### config.mk
export PLATFORM = sky130hd
export DESIGN_NAME = button_conditioner
export DESIGN_NICKNAME = d
export VERILOG_FILES = /design/src/rtl/button_conditioner.sv
export SDC_FILE = /design/constraint.sdc
export NUM_CORES = 1
export LEC_CHECK = 0
export ABC_CLOCK_PERIOD_IN_PS = 1450
export CAP_MARGIN = 10
export CORE_MARGIN = 2
export CORE_UTILIZATION = 40
export DETAILED_ROUTE_END_ITERATION = 10
export GPL_ROUTABILITY_DRIVEN = 1
export SLEW_MARGIN = 20
export SYNTH_ARGS = -nofsm -noshare
export SYNTH_HDL_FRONTEND = slang
export SYNTH_SLANG_ARGS = --single-unit
### constraint.sdc
create_clock -name Clk -period 1.45 [get_ports Clk]
set_input_delay 0.145 -clock Clk [delete_from_list [all_inputs] [get_ports Clk]]
set_output_delay 0.145 -clock Clk [all_outputs]
set_load 0.05 [all_outputs]
### src/rtl/button_conditioner.sv
// Push-button front end: each lane synchronises, debounces, edge-detects and
// optionally auto-repeats one raw KEY pin into clean active-high level/strobes.

module button_conditioner_lane #(
  parameter int SYNC_STAGES     = 2,
  parameter int DEBOUNCE_CYCLES = 4,
  parameter int ACTIVE_LOW      = 1,
  parameter int REPEAT_DELAY    = 0,
  parameter int REPEAT_PERIOD   = 1
) (
  input  logic clk,
  input  logic rst_n,
  input  logic raw,
  output logic level,
  output logic press,
  output logic rel,
  output logic rpt
);

  localparam logic IDLE_RAW = (ACTIVE_LOW != 0);
  localparam int   CW       = $clog2(DEBOUNCE_CYCLES) + 1;
  localparam int   HW       = $clog2(REPEAT_DELAY + REPEAT_PERIOD) + 1;
  localparam logic [CW-1:0] CNT_LAST   = CW'(DEBOUNCE_CYCLES - 1);
  localparam logic [HW-1:0] HOLD_FIRST = HW'(REPEAT_DELAY);
  localparam logic [HW-1:0] HOLD_WRAP  = HW'(REPEAT_DELAY + REPEAT_PERIOD - 1);

  typedef enum logic [1:0] {S_RELEASED, S_ARMING, S_PRESSED, S_DISARMING} state_e;

  state_e                 state_q, state_d;
  logic [SYNC_STAGES-1:0] sync_q, sync_d;
  logic [CW-1:0]          cnt_q, cnt_d;
  logic [HW-1:0]          hold_q, hold_d;
  logic                   level_q, level_d;
  logic                   press_q, press_d;
  logic                   rel_q, rel_d;
  logic                   rpt_q, rpt_d;
  logic                   s;
  logic                   held_d;

  always_comb sync_d = {sync_q[SYNC_STAGES-2:0], raw};

  // normalised sample: 1 means pressed regardless of pin polarity
  assign s = sync_q[SYNC_STAGES-1] ^ IDLE_RAW;

  always_ff @(posedge clk or negedge rst_n) begin
    if (!rst_n) begin
      sync_q  <= {SYNC_STAGES{IDLE_RAW}};
      state_q <= S_RELEASED;
      cnt_q   <= '0;
      hold_q  <= '0;
      level_q <= 1'b0;
      press_q <= 1'b0;
      rel_q   <= 1'b0;
      rpt_q   <= 1'b0;
    end else begin
      sync_q  <= sync_d;
      state_q <= state_d;
      cnt_q   <= cnt_d;
      hold_q  <= hold_d;
      level_q <= level_d;
      press_q <= press_d;
      rel_q   <= rel_d;
      rpt_q   <= rpt_d;
    end
  end

  always_comb begin
    state_d = state_q;
    cnt_d   = cnt_q;
    case (state_q)
      S_RELEASED: begin
        if (s) begin
          if (DEBOUNCE_CYCLES == 1) begin
            state_d = S_PRESSED;
          end else begin
            state_d = S_ARMING;
            cnt_d   = CW'(1);
          end
        end
      end
      S_ARMING: begin
        if (!s) begin
          state_d = S_RELEASED;
          cnt_d   = '0;
        end else if (cnt_q == CNT_LAST) begin
          state_d = S_PRESSED;
          cnt_d   = '0;
        end else begin
          cnt_d = cnt_q + 1'b1;
        end
      end
      S_PRESSED: begin
        if (!s) begin
          if (DEBOUNCE_CYCLES == 1) begin
            state_d = S_RELEASED;
          end else begin
            state_d = S_DISARMING;
            cnt_d   = CW'(1);
          end
        end
      end
      S_DISARMING: begin
        if (s) begin
          state_d = S_PRESSED;
          cnt_d   = '0;
        end else if (cnt_q == CNT_LAST) begin
          state_d = S_RELEASED;
          cnt_d   = '0;
        end else begin
          cnt_d = cnt_q + 1'b1;
        end
      end
      default: begin
        state_d = S_RELEASED;
        cnt_d   = '0;
      end
    endcase
  end

  // Hold counter restarts only on a real press; a bounce back from DISARMING
  // keeps the button logically held, so repeat cadence continues.
  always_comb begin
    held_d  = (state_d == S_PRESSED) || (state_d == S_DISARMING);
    press_d = held_d && ((state_q == S_RELEASED) || (state_q == S_ARMING));
    rel_d   = !held_d && ((state_q == S_PRESSED) || (state_q == S_DISARMING));
    level_d = held_d;
    hold_d  = '0;
    rpt_d   = 1'b0;
    if ((REPEAT_DELAY > 0) && held_d && !press_d) begin
      hold_d = (hold_q == HOLD_WRAP) ? HOLD_FIRST : hold_q + 1'b1;
      rpt_d  = (hold_d == HOLD_FIRST);
    end
  end

  assign level = level_q;
  assign press = press_q;
  assign rel   = rel_q;
  assign rpt   = rpt_q;

endmodule

module button_conditioner #(
  parameter int CHANNELS        = 2,
  parameter int SYNC_STAGES     = 2,
  parameter int DEBOUNCE_CYCLES = 4,
  parameter int ACTIVE_LOW      = 1,
  parameter int REPEAT_DELAY    = 0,
  parameter int REPEAT_PERIOD   = 1
) (
  input  logic                Clk,
  input  logic                Reset_n,
  input  logic [CHANNELS-1:0] btn_raw,
  output logic [CHANNELS-1:0] btn_level,
  output logic [CHANNELS-1:0] btn_press,
  output logic [CHANNELS-1:0] btn_release,
  output logic [CHANNELS-1:0] btn_repeat
);

  button_conditioner_lane #(
    .SYNC_STAGES    (SYNC_STAGES),
    .DEBOUNCE_CYCLES(DEBOUNCE_CYCLES),
    .ACTIVE_LOW     (ACTIVE_LOW),
    .REPEAT_DELAY   (REPEAT_DELAY),
    .REPEAT_PERIOD  (REPEAT_PERIOD)
  ) u_lane [CHANNELS-1:0] (
    .clk  (Clk),
    .rst_n(Reset_n),
    .raw  (btn_raw),
    .level(btn_level),
    .press(btn_press),
    .rel  (btn_release),
    .rpt  (btn_repeat)
  );

endmodule

==> impl_metrics.env <==
export IMPL_result_of_the_run="complete, no violations"
export IMPL_netlist_area_before_placement_um2=815
export IMPL_seqPwrFrac_pct=49.2
export IMPL_synth_seq_cells=20
export IMPL_die_width_um=49.1
export IMPL_place_hpwl_um=736
export IMPL_grt_first_pass_wirelength_um=1850
export IMPL_gp_congestion=0.745
export IMPL_std_cell_rows=16
export IMPL_clock_tree_buffer_depth=2
export IMPL_hold_violations_final=0
export IMPL_chipHeight_um=49.1
export IMPL_synth_area_per_cell_um2=11.8
export IMPL_tritoncts_num_buffers=3
export IMPL_design_portCount=12
export IMPL_leakage_power_nw=0.424
export IMPL_maxCapViolCount=0
export IMPL_fp_coreArea_mm2=0.00194
export IMPL_final_min_clock_period_ns=1.27
export IMPL_grt_max_degree=21
export IMPL_clk_latency_ns=0.29
export IMPL_crit_path_top_delay_cell="dfstp_2"
export IMPL_ys_top_cells_by_area="dfrtp_1 49%, dfstp_2 13%, buf_4 7.4%"
export IMPL_cts_htree_levels=1
export IMPL_antenna_diode_count=0
export IMPL_cts_hold_buffers=0
export IMPL_worstPathArrival_ns=1.50
export IMPL_grt_pass1_vias=418
export IMPL_first_pass_iters=4
export IMPL_clock_sink_count=20
export IMPL_fin_worst_hold_slack_ns=0.174
export IMPL_antenna_violations_before_repair=0
export IMPL_floorplan_initialDensity_pct=41.9
export IMPL_pwr_density_cell_mw_per_mm2=1810
export IMPL_post_cts_resized=0
export IMPL_drc_errors=0
export IMPL_setup_violations=0
export IMPL_synth_warning_count=0
export IMPL_clkTransAtPathRegs_ns=0.11
export IMPL_postSynthCellCount=69
export IMPL_cts_setup_buffers=0
export IMPL_crit_family="flip-flops"
export IMPL_final_worst_path_period_share_pct=87.6
export IMPL_path_buf_inv=0
export IMPL_dieArea_mm2=0.00241
export IMPL_maxSlewViolCount=0
export IMPL_unrepaired_setup_endpoints_after_global_routing="no"
export IMPL_r2r_setup_slack_ns=0.18
export IMPL_wl_per_cell_um=10.2
export IMPL_antenna_violating_nets_post_route=0
export IMPL_clock_power_share_pct=19.3
export IMPL_switching_power_mw=0.590
export IMPL_wl_um=1050
export IMPL_report_power_total_mw=1.65
export IMPL_area_growth_syn_to_layout_pct=11.8
export IMPL_power_frac_comb_pct=31.5
export IMPL_synth_largest_area_cell="dfrtp_1"
export IMPL_worst_ep_required_time_ns=1.68
export IMPL_fin_worst_skew_ns=0.00383
export IMPL_internal_power_mw=1.06
export IMPL_post_route_util_pct=46.9
export IMPL_start_kind="flip-flop"
export IMPL_synthDistinctLibCells=22
export IMPL_clock_tree_from_tritoncts="done"
export IMPL_synth_seq_area_share_pct=62.1
export IMPL_globalRoute_totalOverflow=0
export IMPL_class_of_the_most_critical_hold_timing_path="input port to asynchronous set/reset pin"
export IMPL_drt_initial_drc_count=13
export IMPL_synth_top_cell_area_share_pct=49.2
export IMPL_crit_chain="xor2_1, nand2_1, o22ai_1"
export IMPL_detailroute_via_count=471
export IMPL_nNetsFinal=83
export IMPL_max_freq_ghz=0.787
export IMPL_critical_path_class="flip-flop to flip-flop"
export IMPL_setup_worst_path_end_class="flip-flop"
export IMPL_cts_root_buf="clkbuf_4"
export IMPL_timing_critical_path_fanout_max=6
export IMPL_switching_share_pct=35.9
export IMPL_post_route_cells_drive_above_1_share_pct=22.4
export IMPL_place_port_buffers=9
export IMPL_avgViaCountPerCell=4.57
export IMPL_ir_worst_vdd_v=0.000694
export IMPL_global_route_usage_total_pct=10.4
export IMPL_setup_tns_ns=0
export IMPL_slowest_delay_ns=0.58
-- cell usage after synthesis --
| cell | instances |
|---|---|
| o31ai_1 | 1 |
| dfstp_2 | 4 |
| o21a_1 | 2 |
| nor2b_1 | 2 |
| nor3_1 | 2 |
| a22oi_1 | 1 |
| and3b_1 | 1 |
| dfrtp_1 | 16 |
| xnor2_2 | 1 |
| o22ai_1 | 1 |
| nand3b_1 | 3 |
| o32ai_1 | 1 |
| nor2_1 | 3 |
| buf_4 | 8 |
| o21ai_0 | 6 |
| nand2b_1 | 1 |
| inv_1 | 3 |
| nand2_1 | 8 |
| conb_1 | 1 |
| ha_1 | 2 |
| and2_2 | 1 |
| xor2_1 | 1 |
-- worst paths after layout --
kind	startpoint	end	cells after the start
worst max-delay path	u_lane[1].sync_q[1]$_DFF_PN1_	u_lane[1].cnt_q[1]$_DFFE_PN0P_	3
worst min-delay path	Reset_n	u_lane[1].state_q[1]$_DFF_PN0_	2
worst max register to register	u_lane[1].sync_q[1]$_DFF_PN1_	u_lane[1].cnt_q[1]$_DFFE_PN0P_	3
worst min register to register	u_lane[0].sync_q[0]$_DFF_PN1_	u_lane[0].sync_q[1]$_DFF_PN1_	0
max in group asynchronous	Reset_n	u_lane[0].sync_q[0]$_DFF_PN1_	2
min in group Clk	btn_raw[1]	u_lane[1].sync_q[0]$_DFF_PN1_	1
-- area by class of cell --
| cell class | count | area, µm² |
|---|---|---|
| inverter | 3 | 11.3 |
| timing repair buffer | 10 | 82.6 |
| fill | 181 | 1030 |
| multi-input combinational | 39 | 241 |
| clock buffer | 4 | 36.3 |
| tap | 27 | 33.8 |
| sequential | 20 | 505 |
-- cells by family (layout without fill, tap and decap cells) --
family	after synthesis	after routing	synth area share (%)
simple gates	21	21	13.4
flops	20	20	62.1
compound gates	12	12	9.22
buf+inv	11	17	8.76
fa+ha+maj	2	2	3.07
xor+xnor	2	2	3.07
other cells	1	2	0.460
-- worst reg2reg max path: cells and delay by family (launching register included) --
kind                      cells  cell delay, ns
AOI/OAI and AO/OA             1            0.13
xor gates and xnor gates      1            0.38
DFF                           1            0.58
and+or+nand+nor               1            0.12
-- power groups by stage --
| stage | sequential [mW] | combinational (mW) | clock, mW |
|---|---|---|---|
| final | 0.809 | 0.519 | 0.318 |
| after global routing | 0.830 | 0.582 | 0.361 |
| after CTS | 0.808 | 0.525 | 0.331 |
| after detailed placement | 0.817 | 0.524 | 0 |
| after global placement | 0.814 | 0.500 | 0 |
| after floorplan | 0.795 | 0.446 | 0 |
-- flip-flops by register name (all words and copies together) (netlist names) --
name and cells:
u_lane.press 2, u_lane.level 2, u_lane.sync_q 4, u_lane.state_q 4, u_lane.cnt_q 6, u_lane.rel 2
-- layer usage --
layer  vias up  GRT usage [%]  wire length [µm]
met5         -              0                 0
met4         0           8.57                13
met3         2           2.15                61
met2        14           13.1               419
met1       219           15.0               551
li1        236              -                 -
-- stage by stage --
| step | area (µm²) | setup WS [ns] | instances |
|---|---|---|---|
| after floorplan | 818 | 0.329 | 70 |
| after global placement | 875 | 0.259 | 99 |
| after detailed placement | 875 | 0.223 | 99 |
| after CTS | 911 | 0.193 | 103 |
| after global routing | 911 | 0.0637 | 103 |
| final | 911 | 0.179 | 103 |
-- placed cells by master (no fill, tap or decap), drive strengths merged, types with 2 or more instances in the layout --
cell | netlist | final
inv | 3 | 3
nand2 | 8 | 8
nor3 | 2 | 2
nor2 | 3 | 3
buf | 8 | 7
nor2b | 2 | 2
dfrtp | 16 | 16
dfstp | 4 | 4
clkdlybuf4s50 | 0 | 3
clkbuf | 0 | 4
o21a | 2 | 2
ha | 2 | 2
conb | 1 | 2
nand3b | 3 | 3
o21ai | 6 | 6
Note: power is estimated with default switching activity, not from simulation.
